==> config.mk <==
export PLATFORM = sky130hd
export DESIGN_NAME = mem_arbiter_flat
export DESIGN_NICKNAME = d
export VERILOG_FILES = /design/src/rtl/mem_arbiter_if.sv /design/src/rtl/mem_arbiter.sv /design/src/flat_wrapper.sv
export SDC_FILE = /design/constraint.sdc
export NUM_CORES = 1
export LEC_CHECK = 0
export ABC_AREA = 1
export BUFFER_PORTS_ARGS = -buffer_cell sky130_fd_sc_hd__buf_4
export CAP_MARGIN = 10
export CORE_AREA = 2 2 107 109
export CTS_CLUSTER_SIZE = 30
export DETAILED_ROUTE_END_ITERATION = 12
export DIE_AREA = 0 0 109 111
export MAX_ROUTING_LAYER = met4
export PLACE_DENSITY = 0.85
export SLEW_MARGIN = 20
export SYNTH_ARGS = -nofsm -noshare
export SYNTH_HDL_FRONTEND = slang
export SYNTH_SLANG_ARGS = --single-unit
export TNS_END_PERCENT = 100
==> constraint.sdc <==
create_clock -name clk -period 9.98 [get_ports clk]
set_input_delay 1.497 -clock clk [delete_from_list [all_inputs] [get_ports clk]]
set_output_delay 1.497 -clock clk [all_outputs]
set_load 0.01 [all_outputs]
==> src/rtl/mem_arbiter_if.sv <==
// -----------------------------------------------------------------------------
// mem_arbiter_if
// Bundle of every bus-level signal around mem_arbiter: the Ibex instruction
// port (req/gnt/rvalid), the Ibex data port (req/gnt/rvalid) and the shared
// downstream valid/ready memory port, plus the abort pulse.
//   slave  : the arbiter's view (accepts CPU requests, drives the memory bus)
//   master : the environment's view (CPU ports and memory slave)
// -----------------------------------------------------------------------------
interface mem_arbiter_if #(
  parameter int ADDR_W = 32
);
  // instruction port
  logic              instr_req_i;
  logic [ADDR_W-1:0] instr_addr_i;
  logic              instr_gnt_o;
  logic              instr_rvalid_o;
  logic [31:0]       instr_rdata_o;
  logic              instr_err_o;
  // data port
  logic              data_req_i;
  logic              data_we_i;
  logic [3:0]        data_be_i;
  logic [ADDR_W-1:0] data_addr_i;
  logic [31:0]       data_wdata_i;
  logic              data_gnt_o;
  logic              data_rvalid_o;
  logic [31:0]       data_rdata_o;
  logic              data_err_o;
  // downstream memory port
  logic              mem_valid;
  logic [ADDR_W-1:0] mem_addr;
  logic [31:0]       mem_wdata;
  logic [3:0]        mem_wstrb;
  logic              mem_ready;
  logic [31:0]       mem_rdata;
  // abort pulse
  logic              timeout_o;

  modport slave (
    input  instr_req_i, instr_addr_i,
    input  data_req_i, data_we_i, data_be_i, data_addr_i, data_wdata_i,
    input  mem_ready, mem_rdata,
    output instr_gnt_o, instr_rvalid_o, instr_rdata_o, instr_err_o,
    output data_gnt_o, data_rvalid_o, data_rdata_o, data_err_o,
    output mem_valid, mem_addr, mem_wdata, mem_wstrb,
    output timeout_o
  );

  modport master (
    output instr_req_i, instr_addr_i,
    output data_req_i, data_we_i, data_be_i, data_addr_i, data_wdata_i,
    output mem_ready, mem_rdata,
    input  instr_gnt_o, instr_rvalid_o, instr_rdata_o, instr_err_o,
    input  data_gnt_o, data_rvalid_o, data_rdata_o, data_err_o,
    input  mem_valid, mem_addr, mem_wdata, mem_wstrb,
    input  timeout_o
  );
endinterface

==> src/rtl/mem_arbiter.sv <==
// -----------------------------------------------------------------------------
// mem_arbiter
// Shares one valid/ready memory bus between the Ibex instruction-fetch and
// data ports. One access is in flight at a time; a per-access timeout turns a
// hung slave into an error response.
// Ports:
//   clk    : clock
//   reset  : asynchronous, active-high reset
//   bus    : mem_arbiter_if.slave (CPU instr/data ports, memory port, timeout_o)
// Parameters:
//   ADDR_W         : address width (must match the interface instance)
//   TIMEOUT_CYCLES : cycles mem_valid may wait for mem_ready (>= 2)
// Build option:
//   MEM_ARBITER_RR_EN : round-robin arbitration between the two ports;
//                       undefined -> fixed data-over-instruction priority.
// -----------------------------------------------------------------------------
module mem_arbiter #(
  parameter int ADDR_W         = 32,
  parameter int TIMEOUT_CYCLES = 1024
) (
  input  logic         clk,
  input  logic         reset,
  mem_arbiter_if.slave bus
);
  localparam int                CNT_W   = $clog2(TIMEOUT_CYCLES);
  localparam logic [CNT_W-1:0]  CNT_MAX = CNT_W'(TIMEOUT_CYCLES - 1);

  typedef enum logic [1:0] {IDLE, ACCESS, RESP} state_t;

  state_t            r_state, w_next;
  logic              r_mem_valid;
  logic [ADDR_W-1:0] r_addr;
  logic [31:0]       r_wdata;
  logic [3:0]        r_wstrb;
  logic              r_we;
  logic              r_own_d;     // 1: data port owns the access
  logic [CNT_W-1:0]  r_cnt;
  logic [31:0]       r_rdata;
  logic              r_err;
  logic              r_rv_i, r_rv_d;
  logic              r_timeout;
`ifdef MEM_ARBITER_RR_EN
  logic              r_last_i;    // 1: instruction port was served last
`endif

  logic w_can_gnt, w_pick_d, w_gnt_d, w_gnt_i, w_grant, w_done, w_abort;

  always_comb begin
    // reset gates the grant so gnt never shows while the arbiter is held
    w_can_gnt = (r_state != ACCESS) && !reset;
`ifdef MEM_ARBITER_RR_EN
    w_pick_d  = bus.data_req_i && (!bus.instr_req_i || r_last_i);
`else
    w_pick_d  = bus.data_req_i;
`endif
    w_gnt_d   = w_can_gnt && w_pick_d;
    w_gnt_i   = w_can_gnt && bus.instr_req_i && !w_pick_d;
    w_grant   = w_gnt_d || w_gnt_i;
    w_done    = (r_state == ACCESS) && bus.mem_ready;
    // ready in the final allowed cycle still counts as a completion
    w_abort   = (r_state == ACCESS) && !bus.mem_ready && (r_cnt == CNT_MAX);
    w_next    = r_state;
    case (r_state)
      IDLE:    if (w_grant) w_next = ACCESS;
      ACCESS:  if (w_done || w_abort) w_next = RESP;
      RESP:    w_next = w_grant ? ACCESS : IDLE;
      default: w_next = IDLE;
    endcase
  end

  always_ff @(posedge clk or posedge reset) begin
    if (reset) r_state <= IDLE;
    else       r_state <= w_next;
  end

  always_ff @(posedge clk or posedge reset) begin
    if (reset) begin
      r_mem_valid <= 1'b0;
      r_addr      <= '0;
      r_wdata     <= '0;
      r_wstrb     <= '0;
      r_we        <= 1'b0;
      r_own_d     <= 1'b0;
      r_cnt       <= '0;
      r_rdata     <= '0;
      r_err       <= 1'b0;
      r_rv_i      <= 1'b0;
      r_rv_d      <= 1'b0;
      r_timeout   <= 1'b0;
`ifdef MEM_ARBITER_RR_EN
      r_last_i    <= 1'b1;
`endif
    end else begin
      r_mem_valid <= (w_next == ACCESS);
      r_rv_i      <= 1'b0;
      r_rv_d      <= 1'b0;
      r_timeout   <= 1'b0;
      if (w_grant) begin
        r_cnt   <= '0;
        r_own_d <= w_gnt_d;
        r_we    <= w_gnt_d && bus.data_we_i;
        r_addr  <= w_gnt_d ? bus.data_addr_i : bus.instr_addr_i;
        r_wdata <= w_gnt_d ? bus.data_wdata_i : 32'h0;
        r_wstrb <= (w_gnt_d && bus.data_we_i) ? bus.data_be_i : 4'h0;
`ifdef MEM_ARBITER_RR_EN
        r_last_i <= w_gnt_i;
`endif
      end else if (r_state == ACCESS && !bus.mem_ready) begin
        r_cnt <= r_cnt + CNT_W'(1);
      end
      if (w_done || w_abort) begin
        r_rdata   <= (w_done && !r_we) ? bus.mem_rdata : 32'h0;
        r_err     <= w_abort;
        r_timeout <= w_abort;
        r_rv_d    <= r_own_d;
        r_rv_i    <= !r_own_d;
      end
    end
  end

  assign bus.instr_gnt_o    = w_gnt_i;
  assign bus.data_gnt_o     = w_gnt_d;
  assign bus.instr_rvalid_o = r_rv_i;
  assign bus.data_rvalid_o  = r_rv_d;
  assign bus.instr_rdata_o  = r_rdata;
  assign bus.data_rdata_o   = r_rdata;
  assign bus.instr_err_o    = r_err;
  assign bus.data_err_o     = r_err;
  assign bus.mem_valid      = r_mem_valid;
  assign bus.mem_addr       = r_addr;
  assign bus.mem_wdata      = r_wdata;
  assign bus.mem_wstrb      = r_wstrb;
  assign bus.timeout_o      = r_timeout;
endmodule

==> src/flat_wrapper.sv <==
// flat-port wrapper written by rule: the top's interface ports become plain ports
module mem_arbiter_flat 
#(
  parameter int ADDR_W         = 32,
  parameter int TIMEOUT_CYCLES = 1024
)
  (clk, reset, bus_instr_req_i, bus_instr_addr_i, bus_data_req_i, bus_data_we_i, bus_data_be_i, bus_data_addr_i, bus_data_wdata_i, bus_mem_ready, bus_mem_rdata, bus_instr_gnt_o, bus_instr_rvalid_o, bus_instr_rdata_o, bus_instr_err_o, bus_data_gnt_o, bus_data_rvalid_o, bus_data_rdata_o, bus_data_err_o, bus_mem_valid, bus_mem_addr, bus_mem_wdata, bus_mem_wstrb, bus_timeout_o);
  mem_arbiter_if #(.ADDR_W(ADDR_W)) bus_i ();
  input  logic clk;
  input  logic reset;
  input wire logic [$bits(bus_i.instr_req_i)-1:0] bus_instr_req_i;
  input wire logic [$bits(bus_i.instr_addr_i)-1:0] bus_instr_addr_i;
  input wire logic [$bits(bus_i.data_req_i)-1:0] bus_data_req_i;
  input wire logic [$bits(bus_i.data_we_i)-1:0] bus_data_we_i;
  input wire logic [$bits(bus_i.data_be_i)-1:0] bus_data_be_i;
  input wire logic [$bits(bus_i.data_addr_i)-1:0] bus_data_addr_i;
  input wire logic [$bits(bus_i.data_wdata_i)-1:0] bus_data_wdata_i;
  input wire logic [$bits(bus_i.mem_ready)-1:0] bus_mem_ready;
  input wire logic [$bits(bus_i.mem_rdata)-1:0] bus_mem_rdata;
  output wire logic [$bits(bus_i.instr_gnt_o)-1:0] bus_instr_gnt_o;
  output wire logic [$bits(bus_i.instr_rvalid_o)-1:0] bus_instr_rvalid_o;
  output wire logic [$bits(bus_i.instr_rdata_o)-1:0] bus_instr_rdata_o;
  output wire logic [$bits(bus_i.instr_err_o)-1:0] bus_instr_err_o;
  output wire logic [$bits(bus_i.data_gnt_o)-1:0] bus_data_gnt_o;
  output wire logic [$bits(bus_i.data_rvalid_o)-1:0] bus_data_rvalid_o;
  output wire logic [$bits(bus_i.data_rdata_o)-1:0] bus_data_rdata_o;
  output wire logic [$bits(bus_i.data_err_o)-1:0] bus_data_err_o;
  output wire logic [$bits(bus_i.mem_valid)-1:0] bus_mem_valid;
  output wire logic [$bits(bus_i.mem_addr)-1:0] bus_mem_addr;
  output wire logic [$bits(bus_i.mem_wdata)-1:0] bus_mem_wdata;
  output wire logic [$bits(bus_i.mem_wstrb)-1:0] bus_mem_wstrb;
  output wire logic [$bits(bus_i.timeout_o)-1:0] bus_timeout_o;
  assign bus_i.instr_req_i = bus_instr_req_i;
  assign bus_i.instr_addr_i = bus_instr_addr_i;
  assign bus_i.data_req_i = bus_data_req_i;
  assign bus_i.data_we_i = bus_data_we_i;
  assign bus_i.data_be_i = bus_data_be_i;
  assign bus_i.data_addr_i = bus_data_addr_i;
  assign bus_i.data_wdata_i = bus_data_wdata_i;
  assign bus_i.mem_ready = bus_mem_ready;
  assign bus_i.mem_rdata = bus_mem_rdata;
  assign bus_instr_gnt_o = bus_i.instr_gnt_o;
  assign bus_instr_rvalid_o = bus_i.instr_rvalid_o;
  assign bus_instr_rdata_o = bus_i.instr_rdata_o;
  assign bus_instr_err_o = bus_i.instr_err_o;
  assign bus_data_gnt_o = bus_i.data_gnt_o;
  assign bus_data_rvalid_o = bus_i.data_rvalid_o;
  assign bus_data_rdata_o = bus_i.data_rdata_o;
  assign bus_data_err_o = bus_i.data_err_o;
  assign bus_mem_valid = bus_i.mem_valid;
  assign bus_mem_addr = bus_i.mem_addr;
  assign bus_mem_wdata = bus_i.mem_wdata;
  assign bus_mem_wstrb = bus_i.mem_wstrb;
  assign bus_timeout_o = bus_i.timeout_o;
  mem_arbiter #(.ADDR_W(ADDR_W), .TIMEOUT_CYCLES(TIMEOUT_CYCLES)) u_core (.clk(clk), .reset(reset), .bus(bus_i));
endmodule
== Word level (Yosys, flattened, before mapping) ==
Index checks and enable logic that the tools add are counted.

* Bits in registers: 119
* Word-level logic and storage cells: 50
* Input port bits: 138
* Output and inout bits: 140

* Reduce and logical (&&, ||, !) cells: 18
* Mux-type cells: 13
* Add/sub/neg operators: 1
* Eq/ne operators: 5

{| class="wikitable"
|+ Operators with widths
! cell !! number
|-
| 32-bit two-way mux || 3
|-
| 10-bit two-way mux || 2
|-
| 10-bit by 1-bit adder with 10-bit output (second input constant) || 1
|-
| 10-bit == test (second input constant) || 1
|-
| 1-bit logical AND || 9
|-
| 2-bit case mux with 3 select lines || 1
|-
| 1-bit logical NOT || 5
|-
| 2-bit by 1-bit == test with 1-bit output (second input constant) || 2
|-
| 1-bit two-way mux || 4
|-
| 2-bit two-way mux || 2
|-
| 4-bit two-way mux || 1
|-
| 2-bit == test (second input constant) || 1
|-
| 2-bit logical NOT || 1
|-
| 1-bit logical OR || 2
|-
| 2-bit by 1-bit != test with 1-bit output (second input constant) || 1
|-
| 2-bit nonzero test || 1
|}

== Depth between registers and ports, before layout ==
* Depth after elaboration: 8
* Gate-level depth with buffers: 10

== Least setup slack after synthesis ==
OpenSTA, ideal clock, no wires.

* Path type: input port to output port
* Start: in reset
* End: out bus_data_gnt_o
* Arrival: 4821 ps
* Stages on the path: 4
* Path buffers: 1
* Slack: 3662 ps
* Path through: inv_1 -> nand2_1 -> nor2_1 -> clkbuf_1

* Cells in the longest elaborated chain, start to end: 3

{| class="wikitable"
|+ Ends and longest elaborated chain
! element !! line !! source
|-
| from (decl) || flat_wrapper.sv:10 || <nowiki>input logic reset;</nowiki>
|-
| 1-bit logical NOT || mem_arbiter.sv:50 || <nowiki>w_can_gnt = (r_state != ACCESS) && !reset;</nowiki>
|-
| 1-bit logical AND || mem_arbiter.sv:50 ||
|-
| 1-bit logical AND || mem_arbiter.sv:56 || <nowiki>w_gnt_d = w_can_gnt && w_pick_d;</nowiki>
|-
| to (decl) || flat_wrapper.sv:24 || <nowiki>output wire logic [$bits(bus_i.data_gnt_o)-1:0] bus_data_gnt_o;</nowiki>
|}

No other way between the ends.

== Final worst setup path ==
* Start: in reset
* End: out bus_instr_gnt_o

* Cells in the longest elaborated chain, start to end: 4

{| class="wikitable"
|+ Ends and longest elaborated chain
! element !! line !! source
|-
| 1-bit logical NOT || mem_arbiter.sv:50 ||
|-
| 1-bit logical AND || mem_arbiter.sv:50 ||
|-
| 1-bit logical AND (2 in series) || mem_arbiter.sv:57 || <nowiki>w_gnt_i = w_can_gnt && bus.instr_req_i && !w_pick_d;</nowiki>
|-
| to (decl) || flat_wrapper.sv:20 || <nowiki>output wire logic [$bits(bus_i.instr_gnt_o)-1:0] bus_instr_gnt_o;</nowiki>
|}

No other way between the ends.

==> results.txt <==
Clock-pin slew was measured on the worst setup and hold paths at 50 ps. Max-cap violations in this run came to 0. Setup violations remaining at the end of the flow were counted as 0. Data on the critical path is required at its endpoint by 8480 ps. Among all stages on the critical path, the largest delay is contributed by sky130_fd_sc_hd__inv_4. The tools report the relative slew slack as 0.3780. The number of clock sinks is 119, and the area of the die is 12100 µm². Total design power: 0.002105 W. The tools report the initial standard-cell utilization of the core as 0.4744. Post-CTS setup buffer count: 0. In the final layout, the multi-input gates occupy 1673 µm². The worst hold path belongs to the class flop to flop. STA classifies the critical path startpoint as a primary input. The cell area that synthesis handed to floorplanning was 5255 µm². In the final design database the tool counted 946 nets. Buffers inserted during clock tree synthesis total 17. The number of antenna diodes in the final layout is 0. Total DRC errors in the routed layout: 0.

The setup TNS after final layout was 0 ps; the maximum fanout along the worst path was 47. Summed over all nets, the half-perimeter wirelength after detailed placement is 10.94 mm. The cell sitting at the root of the clock tree is a sky130_fd_sc_hd__clkbuf_16.

The net count after synthesis was 708; the achievable frequency was 233.1 MHz. The worst-case IR drop observed on VDD is 159.5 µV. The mean number of vias per cell was 4.934.

The cts-stage hold buffer count is 0. The die width came out at 109 µm. The run gives 0 as the number of antenna violations at the first check in global routing. Entering global routing, the biggest net connects 75 pins. The number of H-tree levels is 4.

The smallest clock period supported by the final layout is computed as 4291 ps. STA puts the critical path data arrival time at 2790 ps. Detailed routing inserted a total of 4742 vias.

Post-CTS repair changed the size of 0 cells. The run finished with clean final reports. The number of synthesis warnings was 0; the aggregate routed wire length was 14.77 mm.

Port buffering added 277 buffers. After the first detailed-routing iteration, the DRC count stood at 279. Counting every instance in the synthesized netlist gives 569. The number of distinct library cells after synthesis was 26; the synthesized area divided by synthesized cell count was 9.236 µm². The later pin in the worst-skew pair is clocked with a latency of 400 ps. The overall track demand over capacity in global routing was 0.2574.

After detailed routing, the average wire length per cell comes to 15.36 µm. The cell depth of the worst min-delay path is 2. For the via count of the first global-routing pass, the log shows 4691. The total overflow left after global routing is 0. For the routability congestion estimate from global placement, the log shows 0.9215. The share of synthesized area occupied by flip-flops and latches was 0.5667.

For this design the ratio of total power to cell area is 275.0 nW/µm². The sequential cells in the finished layout cover a total of 2978 µm². Measured in cells, the most critical reg-to-reg path has a length of 8. The total iterations of the first detailed-routing run was 4. The run gives 5689 ps as the worst path setup slack after routing. The layout overhead on the synthesized area is 45.69%.

For this design the top-level I/O count stands at 278. The final max-slew violation count is 0, and the delay of the slowest cell on the worst path is 400 ps. The count of nets left with antenna violations once routing finished came out at 0. STA classifies the critical path endpoint as an output pin.

In this run the standard cell core region covers 11080 µm². The synthesized design contains 119 register bits. Setup repair after global routing left no endpoint under its margin. The clock passes through at most 2 buffers. At the pin with the least slew margin, the transition time is 932.9 ps. After filler insertion, the fill cell instance count of the layout stands at 837.

The final critical-path share of the clock period came out at 0.4299. For the setup clock skew after layout, the log shows 10.54 ps. The layout cell share with drive strength beyond 1 came out at 0.3961. The signal on the critical path passes through buf_4 > inv_4 > nand2_1 > inv_2 > nand2_1 > nor2_1 > buf_4. Setup slack at placement: 5678 ps. The leakage component of the power is 4.333 nW, and the vertical extent of the die is 111 µm.

The category of the critical setup timing path is primary input to output pin. TritonCTS built the clock tree. The first global-routing pass estimated 23.14 mm of wire. After floorplanning, the core was divided into 39 placement rows. For the hold violation total from the final report, the log shows 0.
## per-layer routing
metal / vias to the layer above / wire (µm) / share of wire / global-route usage
met4: 0 / 349 / 0.024 / 0.09573
met2: 226 / 7670 / 0.52 / 0.4340
met3: 26 / 985 / 0.067 / 0.06173
li1: 2264 / - / - / -
met1: 2226 / 5760 / 0.39 / 0.2949
met5: - / 0 / 0 / -
## layout make-up
class,instances,share of cell area
flip-flops and latches,119,0.3890
clock buffers,22,0.06325
multi-input cells,339,0.2185
clock inverters,8,0.006537
well taps,143,0.02337
inverters,50,0.02484
repair buffers,280,0.2746
## final timing paths
path / slack, ps / from / to
min reg2reg: 480 / u_core.bus.mem_addr[6] / u_core.bus.mem_addr[6]
max in group asynchronous: 7480 / reset / u_core.r_cnt[8]
max: 5690 / reset / bus_instr_gnt_o
min: 480 / u_core.bus.mem_addr[6] / u_core.bus.mem_addr[6]
min in group asynchronous: 1160 / reset / u_core.bus.mem_wdata[23]
max reg2reg: 7660 / u_core.r_state[1] / u_core.bus.mem_addr[30]
## flip-flops by register name, summed over array words and instances, names as in the netlist, 2 cells and up
name and count:
u_core.bus.data_rdata_o 32, u_core.bus.mem_wdata 32, u_core.r_cnt 10, u_core.bus.mem_wstrb 4, u_core.bus.mem_addr 32, u_core.r_state 2
## worst max-delay path, delay by kind of cell
family / cells / cell delay (ps)
buf+inv: 4 / 810
simple gates: 3 / 460
## cells in the mapped netlist, drive strengths merged
cell      n  area, µm²
a21oi     4      20.02
a22o     33      289.0
buf      60      432.9
clkbuf    1      3.750
dfrtp   119       2978
ha        1      12.51
inv      50      187.7
nand2   228      863.3
nand3     9      62.56
nand4     2      12.51
nor2     20      90.09
o211ai   32      240.2
o21ai     6      33.78
o21bai    1      7.510
o22ai     2      12.51
xor2      1      8.760
## logic make-up after synthesis
group / synth area share
fa+ha+maj: 0.002381
xor+xnor: 0.001667
compound gates: 0.1148
simple gates: 0.1957
flops: 0.5667
buf+inv: 0.1188
## power by group
part | internal (W) | switching, W | total (W)
Sequential | 0.000652 | 0.000131 | 0.000783
Combinational | 0.000401 | 0.000380 | 0.000781
Clock | 0.000338 | 0.000204 | 0.000542
## cells in the final DEF, fill, tap and decap left out, drive strengths merged
cell	synthesis	routed
xor2	1	1
dfrtp	119	119
nand2	228	228
nor2	20	20
o21ai	6	6
buf	60	280
inv	50	50
clkinv	0	4
a21oi	4	4
nand4	2	2
o22ai	2	2
o211ai	32	32
clkbuf	1	22
ha	1	1
a22o	33	33
o21bai	1	1
nand3	9	9
clkinvlp	0	4
## per-stage QoR
step	area [µm²]	hold WS, ps	util	cells
global route	7656	502.8	0.6912	961
global placement	7112	458.5	0.6420	931
finish	7656	478.6	0.6912	961
floorplan	5255	413.4	-	569
CTS	7646	482.3	0.6903	961
detailed placement	7112	465.1	0.6420	931
Power figures use the tool's default switching activity.
